## src/rtl/count_capture_pkg.sv

```systemverilog
// Shared types and widths for the count_capture stage.
package count_capture_pkg;

  localparam int ENTRY_W = 18;
  localparam int DROP_W  = 8;

  typedef struct packed {
    logic [1:0]  cc;
    logic [15:0] count;
  } cap_entry_t;

endpackage

```

## src/rtl/cap_fifo.sv

```systemverilog
// Small synchronous FIFO holding capture entries, with valid/ready read side.
module cap_fifo
  import count_capture_pkg::*;
#(
  parameter int DEPTH = 4
) (
  input  logic                     clk,
  input  logic                     rst,
  input  logic                     push_req,
  input  cap_entry_t               wr_data,
  input  logic                     out_ready,
  output cap_entry_t               rd_data,
  output logic                     out_valid,
  output logic [$clog2(DEPTH):0]   level,
  output logic                     full,
  output logic                     pop
);

  localparam int AW = $clog2(DEPTH);
  localparam int LW = AW + 1;

  cap_entry_t      mem [DEPTH];
  logic [AW-1:0]   wr_ptr_reg;
  logic [AW-1:0]   rd_ptr_reg;
  logic [LW-1:0]   level_reg;
  logic [LW-1:0]   level_next;
  logic            full_reg;
  logic            push;

  assign out_valid = (level_reg != '0);
  assign pop       = out_valid & out_ready;
  // A full FIFO still accepts a push when the head leaves in the same cycle.
  assign push      = push_req & (~full_reg | pop);

  always_comb begin
    level_next = level_reg;
    if (push && !pop)
      level_next = level_reg + LW'(1);
    else if (pop && !push)
      level_next = level_reg - LW'(1);
  end

  always_ff @(posedge clk or posedge rst) begin
    if (rst) begin
      wr_ptr_reg <= '0;
      rd_ptr_reg <= '0;
      level_reg  <= '0;
      full_reg   <= 1'b0;
    end else begin
      if (push)
        wr_ptr_reg <= wr_ptr_reg + AW'(1);
      if (pop)
        rd_ptr_reg <= rd_ptr_reg + AW'(1);
      level_reg <= level_next;
      full_reg  <= (level_next == LW'(DEPTH));
    end
  end

  // Storage is not reset; stale contents are hidden by masking the read port.
  always_ff @(posedge clk) begin
    if (push)
      mem[wr_ptr_reg] <= wr_data;
  end

  assign rd_data = out_valid ? mem[rd_ptr_reg] : '0;
  assign level   = level_reg;
  assign full    = full_reg;

endmodule

```

## src/rtl/count_capture.sv

```systemverilog
// Snapshots {cc, count} on a trig rising edge or cc change into a FIFO,
// counting captures lost to overrun.
module count_capture
  import count_capture_pkg::*;
#(
  parameter int DEPTH    = 4,
  parameter bit CC_EVENT = 1'b1
) (
  input  logic                     clk,
  input  logic                     rst,
  input  logic [15:0]              count,
  input  logic [1:0]               cc,
  input  logic                     trig,
  input  logic                     clr_ovf,
  output logic [ENTRY_W-1:0]       out_data,
  output logic                     out_valid,
  input  logic                     out_ready,
  output logic [$clog2(DEPTH):0]   level,
  output logic                     full,
  output logic                     overflow,
  output logic [DROP_W-1:0]        drop_cnt
);

  logic        trig_q;
  logic [1:0]  cc_q;
  logic        armed;
  logic        trig_ev;
  logic        cc_ev;
  logic        cap;
  logic        pop;
  logic        drop;
  logic        overflow_reg;
  logic [DROP_W-1:0] drop_cnt_reg;
  cap_entry_t  wr_entry;
  cap_entry_t  head;

  always_ff @(posedge clk or posedge rst) begin
    if (rst) begin
      trig_q <= 1'b0;
      cc_q   <= 2'b00;
      armed  <= 1'b0;
    end else begin
      trig_q <= trig;
      cc_q   <= cc;
      armed  <= 1'b1;
    end
  end

  // Disarmed on the first cycle so loading cc_q cannot look like a change.
  assign trig_ev = trig & ~trig_q;
  assign cc_ev   = CC_EVENT & armed & (cc != cc_q);
  assign cap     = trig_ev | cc_ev;

  assign wr_entry.cc    = cc;
  assign wr_entry.count = count;

  cap_fifo #(
    .DEPTH (DEPTH)
  ) u_fifo (
    .clk       (clk),
    .rst       (rst),
    .push_req  (cap),
    .wr_data   (wr_entry),
    .out_ready (out_ready),
    .rd_data   (head),
    .out_valid (out_valid),
    .level     (level),
    .full      (full),
    .pop       (pop)
  );

  assign drop = cap & full & ~pop;

  // A drop coinciding with a clear wins, leaving a count of one.
  always_ff @(posedge clk or posedge rst) begin
    if (rst) begin
      overflow_reg <= 1'b0;
      drop_cnt_reg <= '0;
    end else if (drop) begin
      overflow_reg <= 1'b1;
      if (clr_ovf)
        drop_cnt_reg <= DROP_W'(1);
      else if (drop_cnt_reg != '1)
        drop_cnt_reg <= drop_cnt_reg + DROP_W'(1);
    end else if (clr_ovf) begin
      overflow_reg <= 1'b0;
      drop_cnt_reg <= '0;
    end
  end

  assign out_data = head;
  assign overflow = overflow_reg;
  assign drop_cnt = drop_cnt_reg;

endmodule

```

## config.mk

```make
export PLATFORM = sky130hd
export DESIGN_NAME = count_capture
export DESIGN_NICKNAME = d
export VERILOG_FILES = /design/src/rtl/count_capture_pkg.sv /design/src/rtl/cap_fifo.sv /design/src/rtl/count_capture.sv
export SDC_FILE = /design/constraint.sdc
export NUM_CORES = 1
export LEC_CHECK = 0
export ABC_AREA = 0
export BUFFER_PORTS_ARGS = -buffer_cell sky130_fd_sc_hd__buf_2
export CORE_AREA = 2 2 89 91
export DETAILED_ROUTE_END_ITERATION = 8
export DIE_AREA = 0 0 91 93
export PLACE_DENSITY = 0.79
export SLEW_MARGIN = 0
export SYNTH_ARGS = -nofsm -noshare
export SYNTH_HDL_FRONTEND = slang
export SYNTH_SLANG_ARGS = --single-unit
```

## constraint.sdc

```tcl
create_clock -name clk -period 3.2 [get_ports clk]
set_input_delay 0.64 -clock clk [delete_from_list [all_inputs] [get_ports clk]]
set_output_delay 0.64 -clock clk [all_outputs]
set_load 0.1 [all_outputs]
```

## Yosys cells after proc, flatten, opt, wreduce, memory -nomap -nowiden

Memory sizes are Yosys's and may differ from the RTL's.
Index checks and enable logic that the tools add are counted.

- Register bits after elaboration: 21
- Bits in latches: 0
- RAM bits: 72
- ROM bits: 0
- Bits of input ports: 23
- Output and inout bits: 32
- Word-level logic and storage cells: 48
- Memories: 1

- Add/subtract/negate cells: 5
- Multipliers: 0
- Div/mod/pow operators: 0
- $lt $le $gt $ge: 0
- Equality and inequality tests: 3
- Shift operators: 0
- Muxes and demuxes: 11
- Bitwise logic cells: 11
- Reductions and logical operators: 8

Memory list:

| name | depth | bits a word | read ports | clocked after memory_dff | write ports | RTL line | RTL |
|---|---|---|---|---|---|---|---|
| u_fifo.mem | 4 | 18 | 1 | 0 | 1 | cap_fifo.sv:22 | `cap_entry_t mem [DEPTH];` |

Operators with widths:

| operator | number |
|---|---|
| $mux W8 | 4 |
| $mux W18 | 1 |
| $add A8 B1 Y8 const B | 1 |
| $ne A8 B8 Y1 const B | 1 |
| $and A1 B1 Y1 | 6 |
| $mux W3 | 2 |
| $add A2 B1 Y2 const B | 2 |
| $mux W1 | 4 |
| $reduce_bool A2 Y1 | 2 |
| $add A3 B1 Y3 const B | 1 |
| $eq A3 B3 Y1 const B | 1 |
| $not A1 Y1 | 3 |
| $reduce_bool A3 Y1 | 1 |
| $sub A3 B1 Y3 const B | 1 |
| $logic_and A1 B1 Y1 | 2 |
| $logic_not A1 Y1 | 2 |
| $ne A2 B2 Y1 | 1 |
| $or A1 B1 Y1 | 2 |
| $reduce_and A2 Y1 | 1 |

## Longest topological paths before layout

- Depth after elaboration: 9
- Depth in mapped cells: 9

## Cells and area by module

From an unflattened synthesis, not the netlist that was laid out.

- Cell total of the unflattened synthesis: 228
- Area total of the unflattened synthesis: 3930.0 um2

By module, submodules not included:

| module | instances | cells an instance | area an instance (um2) | seq. area each (um2) |
|---|---|---|---|---|
| cap_fifo | 1 | 166 | 3265.6 | 2362.3 |
| count_capture | 1 | 62 | 664.4 | 325.3 |

## Worst setup path before layout

Ideal clock, no wire load.

- Kind: reg2out
- Start: register u_fifo.level_reg[0], in the netlist u_fifo.level[0]
- End: output out_data[10]
- Arrival time: 3.812 ns
- Data required time: 2.560 ns
- Path slack: -1.252 ns
- Stages on the path, launching flop included: 9
- Cell sequence: dfrtp_1 buf_6 clkinv_2 ha_1 nor2b_2 inv_2 clkbuf_1 clkbuf_1 and2_1

- Word-level cells in the longest chain between the ends: 2

Ends and longest elaborated chain:

| what | RTL line | RTL |
|---|---|---|
| start, declared | cap_fifo.sv:25 | `logic [LW-1:0] level_reg;` |
| start signal, assigned | cap_fifo.sv:54 | `level_reg <= level_next;` |
| $reduce_bool A3 Y1 | cap_fifo.sv:30 | `assign out_valid = (level_reg != '0);` |
| net out_valid | count_capture.sv:16 | `output logic out_valid,` |
| $mux W18 | cap_fifo.sv:65 | `assign rd_data = out_valid ? mem[rd_ptr_reg] : '0;` |
| end, declared | count_capture.sv:15 | `output logic [ENTRY_W-1:0] out_data,` |

The timed path passes the listed nets, and every way through them passes these cells.

## Worst setup path after layout

- Start: register u_fifo.level_reg[0], in the netlist u_fifo.level[0]
- End: output out_data[9]

- Word-level cells in the longest chain between the ends: 2

Ends and longest elaborated chain:

| what | RTL line |
|---|---|
| $reduce_bool A3 Y1 | cap_fifo.sv:30 |
| $mux W18 | cap_fifo.sv:65 |

No other way between the ends.

==> results by group <==
Layout
  – Design area: 4688 um^2
  – Most frequent cells in the layout: edfxtp_1, buf_2, mux4_2, dfrtp_1, and2_1
  – Fillers: 576
  – Diodes inserted: 0
  – # nets final: 342
  – Register Area: 2690 um^2
  – Layout cell share with drive strength beyond 1: 0.3766
  – Final Non-Filler Cells: 418
  – Footprint of the multi-input gates: 1279 um^2
  – Area delta synth->final: 15.83%
  – Most common cell after layout, fill and taps aside: edfxtp_1
  – Max reg flops: 72

STA
  – Worst-margin pin slew: 0.8011 ns
  – Worst setup slack after layout: 0.2346 ns
  – Final Hold Fails: 0
  – Fin. max-slew vios: 0
  – RSZ-0062 raised after global routing: false
  – Final Setup Violations: 0
  – Skew final: 0.01459 ns
  – Slew Limit Headroom: 0.4654
  – Final Cycle Share: 0.9267
  – Final setup TNS: 0 ns
  – Fmax: 337.2 MHz
  – Tmin final: 2.965 ns

Critical path
  – WP data arrival: 2.33 ns
  – Worst EP required: 2.56 ns
  – Setup crit start kind: flip-flop
  – Worst Setup End Kind: primary output
  – Buffers and inverters on the worst path: 3
  – Crit Path Max Fanout: 24
  – Crit-path cells: clkinv_2 -> ha_1 -> nor2b_2 -> inv_2 -> and2_4 -> buf_2
  – Crit-path max cell delay: 0.47 ns
  – CP top delay family: buffers and inverters
  – Max stage delay cell, worst path: dfrtp_2
  – Worst Setup Path Type: reg -> out

Place
  – Port bufs: 54
  – Placed Cells: 402
  – GPL Wtd Cong: 0.8203
  – Setup WS pre-CTS: 0.5925 ns
  – Dpl hpwl: 4789 um
  – Placement Cell Area: 4489 um^2

Synthesis
  – Synth Flop Type: edfxtp_1
  – Synthesized-area fraction occupied by xor and xnor cells: 0.01731
  – Seq cells post-synth: 93
  – Mapped Nets: 279
  – Synth Area in Simple Gates: 0.09459
  – Cell count after synthesis: 248
  – EDFF count, synth: 72
  – Post-synthesis cell type count: 55
  – Syn Std Cell Area: 4048 um^2
  – Largest family of logic cells by synthesized area: multiplexers
  – Ys async rst share: 0.2258
  – Syn avg cell area: 16.32 um^2
  – Sequential-to-total area share from yosys stat: 0.6640
  – Multiplexer share of the synthesized area: 0.1138
  – Synth Area in Adders: 0.02473
  – Ys Warns: 0
  – Synth Area in Compound Gates: 0.05904

Routing
  – Vias/cell: 5.395
  – Wire length per cell: 16.37 um
  – Initial DRC count: 129
  – Routed WL: 6844 um
  – DRC: 0
  – Number of nets still failing antenna checks after routing: 0
  – Initial DRT Pass Iterations: 4
  – Via count: 2255

Clock tree
  – CTS root buffer: clkbuf_8
  – CTS tree: done
  – Total CTS buffers: 9
  – CTS sink count: 93
  – Skew-Pair Late Insertion Delay: 0.36 ns
  – Max clock buf depth: 2
  – CTS resizes: 0
  – Hold Buf Count CTS: 0
  – H-tree depth: 3
  – Clock slew at reported path FFs: 0.10 ns
  – Setup repair bufs after CTS: 0

Run
  – Max-Cap Viols: 0

Worst hold path
  – Tightest Hold Check Type: in -> async

Floorplan
  – Die Ht: 93 um
  – Row cnt: 32
  – Starting density of the core: 0.5377
  – Die X: 91 um
  – Placeable Area: 7527 um^2
  – Die area: 8463 um^2
  – Num ports: 55

GRT
  – First-pass GRT wire length: 11310 um
  – Initial antenna violation count: 0
  – Total GRT Usage: 0.1774
  – Vias in the first global route: 2343
  – Overflow after GRT: 0
  – Largest net degree at the start of global routing: 25

Run status
  – Status: completed
==> worst register-to-register path: stages, from the launching register on <==
cell      delay [ns]
dfrtp_2         0.47
clkinv_2        0.12
ha_1            0.22
nor2b_2         0.19
o21ai_2         0.29
a21boi_2        0.37
and2_1          0.37
buf_4           0.23
==> cell families (layout without fill, tap and decap cells) <==
| group | count (synthesis) | in the layout |
|---|---|---|
| buf+inv | 22 | 90 |
| flops | 93 | 93 |
| other cells | 1 | 1 |
| fa+ha+maj | 8 | 8 |
| mux | 22 | 22 |
| compound gates | 29 | 29 |
| xor+xnor | 8 | 8 |
| simple gates | 65 | 65 |
==> metal layers <==
layer	part of all wire	up-vias	global-route usage
met3	0.038	10	0.03304
met4	0.016	0	0.07576
met5	0	-	0
met2	0.52	47	0.3099
li1	-	1066	-
met1	0.43	1132	0.2187
==> final timing paths <==
| path | slack (ns) | cells past startpoint | end | startpoint |
|---|---|---|---|---|
| max | 0.23 | 6 | out_data[9] | u_fifo.level[0] |
| min | 0.42 | 2 | cc_q[0] | rst |
| max reg2reg | 0.66 | 7 | u_fifo.mem[0][2] | u_fifo.level[0] |
| min reg2reg | 0.49 | 1 | u_fifo.rd_ptr_reg[1] | u_fifo.rd_ptr_reg[1] |
| max in group asynchronous | 2.23 | 2 | u_fifo.level[0] | rst |
| min in group clk | 0.44 | 1 | trig_q | trig |
==> metrics by stage <==
step	util	hold WS (ns)
2_1_floorplan	-	0.5796
3_3_place_gp	0.5964	0.4612
3_5_place_dp	0.5964	0.4776
4_1_cts	0.6228	0.4227
5_1_grt	0.6228	0.4255
6_report	0.6228	0.4155
==> layout make-up <==
| class | instances | area share |
|---|---|---|
| timing repair buffer | 63 | 0.07473 |
| clock inverter | 6 | 0.01521 |
| multi-input combinational | 133 | 0.2728 |
| inverter | 11 | 0.009074 |
| sequential | 93 | 0.5738 |
| tap | 102 | 0.02722 |
| clock buffer | 10 | 0.02722 |
==> synthesized netlist by cell type (4+ instances only) <==
cell	count	area share
ha_1	8	0.025
edfxtp_1	72	0.53
mux4_2	19	0.11
and2_1	26	0.040
a21oi_1	6	0.0074
buf_2	4	0.0049
nor2_1	12	0.011
nand2_1	9	0.0083
clkbuf_1	4	0.0037
dfrtp_1	21	0.13
inv_1	9	0.0083
xnor2_1	8	0.017
Power is left out: the tool's default activity adds up to more than one toggle a clock period on the data nets, which glitch-free logic cannot reach.
